--- src/rtl/mem_access_unit.sv ---
// mem_access_unit: MEM-stage data-memory access unit.
// Turns loads/stores into word-aligned, byte-enabled req/ack bus transfers,
// extends load data, stalls the pipeline during the transfer and flags
// misaligned/illegal accesses and bus timeouts.
module mem_access_unit #(
    parameter int unsigned TIMEOUT_CYCLES = 255
) (
    input  logic        clk,
    input  logic        reset,
    input  logic        req_valid,
    input  logic        req_write,
    input  logic [2:0]  req_type,
    input  logic [31:0] req_addr,
    input  logic [31:0] req_wdata,
    output logic        stall,
    output logic        done,
    output logic [31:0] rdata_out,
    output logic        exc_misalign,
    output logic        bus_err,
    output logic        bus_req,
    output logic        bus_we,
    output logic [31:0] bus_addr,
    output logic [3:0]  bus_be,
    output logic [31:0] bus_wdata,
    input  logic        bus_ack,
    input  logic [31:0] bus_rdata
);

    typedef enum logic [1:0] {IDLE, BUS, DONE, ERR} state_t;

    state_t      state_q, state_d;
    logic        we_q;
    logic [2:0]  type_q;
    logic [1:0]  addr_lo_q;
    logic [7:0]  cnt_q;
    logic        type_ok, align_ok, legal, accept, timeout_hit;
    logic [3:0]  be_d;
    logic [31:0] wdata_d;
    logic [7:0]  byte_sel;
    logic [15:0] half_sel;
    logic [31:0] load_ext;

    // Classify the incoming request: known type code and natural alignment
    always_comb begin
        type_ok  = 1'b0;
        align_ok = 1'b0;
        case (req_type)
            3'b000: begin
                type_ok  = 1'b1;
                align_ok = (req_addr[1:0] == 2'b00);
            end
            3'b010, 3'b011: begin
                type_ok  = 1'b1;
                align_ok = ~req_addr[0];
            end
            3'b100, 3'b101: begin
                type_ok  = 1'b1;
                align_ok = 1'b1;
            end
            default: ;
        endcase
    end

    assign legal       = type_ok & align_ok;
    assign accept      = (state_q == IDLE) & req_valid & legal;
    assign timeout_hit = (cnt_q == 8'(TIMEOUT_CYCLES - 1));

    // Byte enables and lane-replicated store data for the incoming request
    always_comb begin
        be_d    = 4'b0000;
        wdata_d = req_wdata;
        case (req_type[2:1])
            2'b00: begin
                be_d    = 4'b1111;
                wdata_d = req_wdata;
            end
            2'b01: begin
                be_d    = req_addr[1] ? 4'b1100 : 4'b0011;
                wdata_d = {2{req_wdata[15:0]}};
            end
            2'b10: begin
                be_d    = 4'b0001 << req_addr[1:0];
                wdata_d = {4{req_wdata[7:0]}};
            end
            default: ;
        endcase
    end

    // Lane selection and extension of returning load data
    always_comb begin
        case (addr_lo_q)
            2'd0:    byte_sel = bus_rdata[7:0];
            2'd1:    byte_sel = bus_rdata[15:8];
            2'd2:    byte_sel = bus_rdata[23:16];
            default: byte_sel = bus_rdata[31:24];
        endcase
        half_sel = addr_lo_q[1] ? bus_rdata[31:16] : bus_rdata[15:0];
        case (type_q)
            3'b010:  load_ext = {16'h0000, half_sel};
            3'b011:  load_ext = {{16{half_sel[15]}}, half_sel};
            3'b100:  load_ext = {24'h000000, byte_sel};
            3'b101:  load_ext = {{24{byte_sel[7]}}, byte_sel};
            default: load_ext = bus_rdata;
        endcase
    end

    // State register
    always_ff @(posedge clk) begin
        if (!reset) state_q <= IDLE;
        else        state_q <= state_d;
    end

    // Next-state logic; an ack in the timeout cycle still completes the access
    always_comb begin
        state_d = state_q;
        case (state_q)
            IDLE: if (accept) state_d = BUS;
            BUS: begin
                if (bus_ack)          state_d = DONE;
                else if (timeout_hit) state_d = ERR;
            end
            DONE:    state_d = IDLE;
            ERR:     state_d = IDLE;
            default: state_d = IDLE;
        endcase
    end

    // State-decoded outputs; stall rises combinationally on acceptance
    always_comb begin
        stall   = accept | (state_q == BUS);
        done    = (state_q == DONE);
        bus_err = (state_q == ERR);
        bus_req = (state_q == BUS);
        bus_we  = (state_q == BUS) & we_q;
    end

    // Request capture, bus attribute hold, timeout counter and load result
    always_ff @(posedge clk) begin
        if (!reset) begin
            we_q         <= 1'b0;
            type_q       <= '0;
            addr_lo_q    <= '0;
            cnt_q        <= '0;
            bus_addr     <= '0;
            bus_be       <= '0;
            bus_wdata    <= '0;
            rdata_out    <= '0;
            exc_misalign <= 1'b0;
        end else begin
            exc_misalign <= (state_q == IDLE) & req_valid & ~legal;
            case (state_q)
                IDLE: begin
                    if (accept) begin
                        we_q      <= req_write;
                        type_q    <= req_type;
                        addr_lo_q <= req_addr[1:0];
                        bus_addr  <= {req_addr[31:2], 2'b00};
                        bus_be    <= be_d;
                        bus_wdata <= wdata_d;
                        cnt_q     <= '0;
                    end
                end
                BUS: begin
                    if (bus_ack) begin
                        if (!we_q) rdata_out <= load_ext;
                    end else begin
                        cnt_q <= cnt_q + 8'd1;
                    end
                end
                default: ;
            endcase
        end
    end

endmodule

--- config.mk ---
export PLATFORM = sky130hd
export DESIGN_NAME = mem_access_unit
export DESIGN_NICKNAME = d
export VERILOG_FILES = /design/src/rtl/mem_access_unit.sv
export SDC_FILE = /design/constraint.sdc
export NUM_CORES = 1
export LEC_CHECK = 0
export BUFFER_PORTS_ARGS = -buffer_cell sky130_fd_sc_hd__clkbuf_2
export CAP_MARGIN = 20
export CORE_UTILIZATION = 51
export CTS_BUF_LIST = sky130_fd_sc_hd__clkbuf_8
export DETAILED_ROUTE_END_ITERATION = 8
export PLACE_DENSITY = 0.83
export SETUP_SLACK_MARGIN = 0.2
export SYNTH_ARGS = -nofsm -noshare
export SYNTH_HDL_FRONTEND = slang
export SYNTH_SLANG_ARGS = --single-unit
--- constraint.sdc ---
create_clock -name clk -period 2.4 [get_ports clk]
set_input_delay 0.24 -clock clk [delete_from_list [all_inputs] [get_ports clk]]
set_output_delay 0.24 -clock clk [all_outputs]
set_load 0.005 [all_outputs]
-- Word-level counts from Yosys, hierarchy flattened
Cells that the tools add are included.
- divide/modulo/power cells: 0
- muxes and demuxes: 15
- shifts and indexed selects: 1
- multipliers: 0
- bitwise gates (word level): 9
- magnitude comparators: 0
- equal/unequal tests: 19
- reductions and logical operators: 14
- add/subtract/negate cells: 1
- operators with widths (operator ; count):
    $pmux W32 S4 ; 1
    $pmux W32 S2 ; 1
    $pmux W8 S3 ; 1
    $mux W16 ; 1
    $mux W8 ; 2
    $pmux W8 S2 ; 1
    $eq A3 B2 Y1 const B ; 4
    $eq A3 B3 Y1 const B ; 4
    $pmux W4 S3 ; 1
    $add A8 B1 Y8 const B ; 1
    $eq A2 B2 Y1 const B ; 4
    $eq A8 B8 Y1 const B ; 1
    $logic_not A2 Y1 ; 4
    $eq A2 B1 Y1 const B ; 3
    $mux W2 ; 3
    $pmux W2 S3 ; 1
    $reduce_and A3 Y1 ; 2
    $reduce_or A2 Y1 ; 3
    $and A1 B1 Y1 ; 5
    $reduce_or A5 Y1 ; 1
    $mux W4 ; 1
    $ne A2 B2 Y1 const B ; 2
    $reduce_and A2 Y1 ; 2
    $shl A1 B2 Y4 const A ; 1
    7 further kinds ; 9
- ROM bits: 0
- input bits: 104
- bits in latches: 0
- output and inout bits: 106
- logic and storage cells: 69
- bits in writable memories: 0
- register bits after elaboration: 115
- memories kept: 0

-- Longest topological paths before layout
- depth in word-level cells: 7
- mapped depth: 7
- gate-level depth less buffers: 6

-- Worst setup path after synthesis
OpenSTA, ideal clock, no wires.
- path type: reg-to-reg
- from: register addr_lo_q[0]
- to: register rdata_out[21]
- stages on the path, launching flop included: 7
- path slack: 722 ps
- arrival time: 1542 ps
- data required time: 2263 ps
- setup time: 137 ps
- clock period less this slack: 1678 ps
- path buffers: 2
- path through: dfxtp_1 -> buf_6 -> mux4_2 -> nor3b_2 -> o21ai_4 -> buf_6 -> a31oi_1
- cells in the longest elaborated chain, start to end: 3
- elaborated cells between the ends (all ways): 5
- those cells by class: 2 x eq/ne; 2 x mux; 1 x reduce/logical
- ends and longest elaborated chain (element ; line ; RTL):
    start: declaration ; 34 ; logic [1:0] addr_lo_q;
    start signal: assignment ; 156 ; addr_lo_q <= req_addr[1:0];
    $eq A2 B2 Y1, or another cell as far along ; 91 ; case (addr_lo_q)
    $pmux W8 S3 (*) ; 91 ;
    $pmux W32 S4 (*) ; 98 ; case (type_q)
    end signal: assignment ; 165 ; if (!we_q) rdata_out <= load_ext;
    end: declaration ; 17 ; output logic [31:0] rdata_out,
Every way passes the cells marked *; elsewhere a longest branch is shown, timed or not.
A chain may end at the register's enable or synchronous reset.

-- Worst setup path in the final report
- from: register state_q[1]
- to: output stall
- cells in the longest elaborated chain, start to end: 4
- elaborated cells between the ends (all ways): 5
- those cells by class: 1 x eq/ne; 3 x bitwise; 1 x reduce/logical
- ends and longest elaborated chain (element ; line ; RTL):
    start: declaration ; 31 ; state_t state_q, state_d;
    start signal: assignment ; 110 ; else state_q <= state_d;
    $logic_not A2 Y1 ; 65 ; assign accept = (state_q == IDLE) & req_valid & legal;
    $and A1 B1 Y1 (2 in a row) ; 65 ;
    $or A1 B1 Y1 (*) ; 130 ; stall = accept | (state_q == BUS);
    end: declaration ; 15 ; output logic stall,
Marks and branches as above.

==> load_flow_metrics.sql <==
INSERT INTO impl_metrics (metric_group, metric, value, unit) VALUES
('clock_tree', 'post_cts_buffers', '0', ''),
('die', 'die_w', '105.4', 'µm'),
('timing', 'setup_tns_after_final_layout', '0', 'ns'),
('timing', 'finalHoldViolCount', '0', ''),
('die', 'placeableCoreArea', '10370', 'µm²'),
('power', 'seqPwrFrac', '0.472', ''),
('global_route', 'grt_pass1_vias', '4996', ''),
('global_route', 'grt_start_max_net_pins', '47', ''),
('synth', 'synth_area_per_cell', '8.732', 'µm²'),
('die', 'die_y', '105.4', 'µm'),
('synth', 'post_synth_inst_count', '625', ''),
('synth', 'fraction_of_the_mapped_netlist_area_in_compound_gates', '0.2506', ''),
('synth', 'mux_cell_area_share_after_synthesis', '0.08047', ''),
('power', 'switching_share_of_power', '0.2727', ''),
('placed_design', 'dp_cells', '927', ''),
('clock_tree', 'post_cts_resized', '0', ''),
('power', 'combinational_power_share', '0.149', ''),
('timing', 'timing.fmax', '482.9', 'MHz'),
('clock_tree', 'cts_tree', 'yes', ''),
('drt', 'drt_via_density', '5.680', ''),
('layout', 'mostFrequentLayoutCell', 'sky130_fd_sc_hd__clkbuf_2', ''),
('status', 'outcome', 'finished, final reports clean', ''),
('drt', 'initial_detailed_routing_violation_count', '367', ''),
('synth', 'synth_simple_gate_area_frac', '0.1768', ''),
('placed_design', 'gp_congestion', '0.9176', ''),
('synth', 'post-synth-top-area-cell', 'sky130_fd_sc_hd__dfxtp_1', ''),
('placed_design', 'port_buffers', '207', ''),
('die', 'initial_util', '0.5263', ''),
('die', 'dieArea', '11120', 'µm²'),
('power', 'cellLeakagePower', '0.003024', 'µW'),
('clock_tree', 'cts-root-to-sink-buffers', '2', ''),
('worst_hold_path', 'timing.hold.worst.class', 'input pin to flip-flop', ''),
('clock_tree', 'cts_inserted_buffers', '17', ''),
('global_route', 'antenna_found_initial', '0', ''),
('power', 'power_frac_clock', '0.379', ''),
('layout', 'stdcell_count', '960', ''),
('layout', 'layout_common_cells', 'sky130_fd_sc_hd__clkbuf_2 (207), sky130_fd_sc_hd__nand2_1 (148), sky130_fd_sc_hd__dfxtp_1 (115)', ''),
('worst_setup_path', 'worst-endpoint-arrival', '1.83', 'ns'),
('timing', 'finalClockSkew', '0.01062', 'ns'),
('worst_setup_path', 'end_kind', 'primary output', ''),
('drt', 'number_of_design_rule_violations_left_after_detail_routing', '0', ''),
('die', 'io_pins', '210', ''),
('worst_setup_path', 'crit_path_start_kind', 'flip-flop', ''),
('power', 'power_per_cell_area', '629.4', 'nW/µm²'),
('placed_design', 'dp_hpwl', '10870', 'µm'),
('synth', 'ys_top_cells_by_area', 'sky130_fd_sc_hd__dfxtp_1 (42%), sky130_fd_sc_hd__nand2_1 (10%), sky130_fd_sc_hd__a21boi_0 (8.8%), sky130_fd_sc_hd__mux2i_1 (3.9%), sky130_fd_sc_hd__mux4_1 (3.4%)', ''),
('synth', 'synth_xor_area_frac', '0.003210', ''),
('clock_tree', 'cts_sinks', '115', ''),
('timing', 'period_minus_slack', '2.071', 'ns'),
('synth', 'seq_area_frac_synth', '0.4218', ''),
('timing', 'timing_max_transition_violations_final', '0', ''),
('drt', 'wire_per_inst', '15.71', 'µm'),
('synth', 'ys.warnings.count', '0', ''),
('layout', 'antenna-diode-count', '0', ''),
('synth', 'synth_unique_cells', '58', ''),
('die', 'fp-row-count', '37', ''),
('synth', 'synth_async_sr_flop_share', '0', ''),
('worst_setup_path', 'critPathMaxFanout', '35', ''),
('global_route', 'global_route.usage.total', '0.2686', ''),
('power', 'total_power', '4358', 'µW'),
('drt', 'total_via_count_after_detailed_routing', '5453', ''),
('global_route', 'grt_first_pass_wirelength', '23930', 'µm'),
('layout', 'post_route_cells_drive_above_1_share', '0.3228', ''),
('timing', 'grt_setup_unrepaired', 'no', ''),
('layout', 'final_net_count', '921', ''),
('synth', 'yosys.area_share.adder', '0.01376', ''),
('timing', 'fin_crit_share', '0.8628', ''),
('drt', 'antenna_violating_nets_post_route', '0', ''),
('synth', 'synth_ff_type', 'sky130_fd_sc_hd__dfxtp_1', ''),
('worst_setup_path', 'cp_data_required_time', '2.16', 'ns'),
('synth', 'synth_top_family_by_area', 'compound AO/OA/AOI/OAI gates', '');
## path summary, 6_finish.rpt
kind	from	end	cells after the start
setup / recovery	state_q[1]	stall	5
hold / removal	req_addr[4]	bus_addr[4]	3
setup reg to reg	type_q[1]	rdata_out[9]	5
hold reg to reg	bus_be[3]	bus_be[3]	2
## logic make-up after synthesis
kind of cell / count (synthesis)
xor+xnor: 2
mux: 31
other cells: 1
simple gates: 213
fa+ha+maj: 6
buf+inv: 63
compound gates: 194
flops: 115
## per-layer routing
metal | vias up | part of all wire
met5 | - | 0
met4 | 0 | 0.017
met3 | 25 | 0.090
met2 | 278 | 0.48
met1 | 2555 | 0.41
li1 | 2595 | -
## sequential cells by signal, indices dropped and copies added, names as in the netlist
signal	cells
addr_lo_q	2
bus_addr	30
bus_be	4
bus_wdata	32
cnt_q	8
exc_misalign	1
rdata_out	32
state_q	2
type_q	3
we_q	1
## worst max-delay path: stages (launching register included)
cell and delay, ns:
sky130_fd_sc_hd__dfxtp_1 0.38, sky130_fd_sc_hd__nor3b_4 0.32, sky130_fd_sc_hd__o311ai_4 0.18, sky130_fd_sc_hd__buf_4 0.29
sky130_fd_sc_hd__nand2b_1 0.12, sky130_fd_sc_hd__clkbuf_2 0.11
## cell usage after synthesis (7+ instances only)
cell,instances
sky130_fd_sc_hd__nand2_1,148
sky130_fd_sc_hd__dfxtp_1,115
sky130_fd_sc_hd__a21boi_0,64
sky130_fd_sc_hd__o21ai_0,34
sky130_fd_sc_hd__clkbuf_1,33
sky130_fd_sc_hd__mux2i_1,21
sky130_fd_sc_hd__a31oi_1,18
sky130_fd_sc_hd__buf_2,17
sky130_fd_sc_hd__o211ai_1,17
sky130_fd_sc_hd__nor2b_1,14
sky130_fd_sc_hd__nand3_1,10
sky130_fd_sc_hd__a21oi_1,9
sky130_fd_sc_hd__nor2_1,9
sky130_fd_sc_hd__a22oi_1,8
sky130_fd_sc_hd__a221oi_1,7
sky130_fd_sc_hd__inv_1,7
sky130_fd_sc_hd__mux4_1,7
sky130_fd_sc_hd__nor3b_1,7
sky130_fd_sc_hd__o22ai_1,7
sky130_fd_sc_hd__o2bb2ai_1,7
## final cells by class
type	count	area, µm²
multi-input cells	448	2912
clock inverters	12	90.09
repair buffers	222	1149
flip-flops and latches	115	2302
fillers	856	3446
clock buffers	20	275.3
inverters	7	26.28
well taps	136	170.2
## through the flow
step	instance area, µm²	utilization	setup WS, ns
floorplan	5461	-	0.7218
global placement	6545	0.6312	0.4982
detailed placement	6545	0.6312	0.3767
CTS	6910	0.6664	0.2586
global route	6924	0.6677	0.2190
finish	6924	0.6677	0.3292
## power by group through the flow
stage	registers [µW]	logic [µW]	clock network [µW]
3_5_place_dp	2100	639	0
2_1_floorplan	2090	359	0
5_1_grt	2070	716	1770
4_1_cts	2060	643	1670
3_3_place_gp	2090	617	0
6_report	2060	650	1650
(Power assumes the default switching activity.)
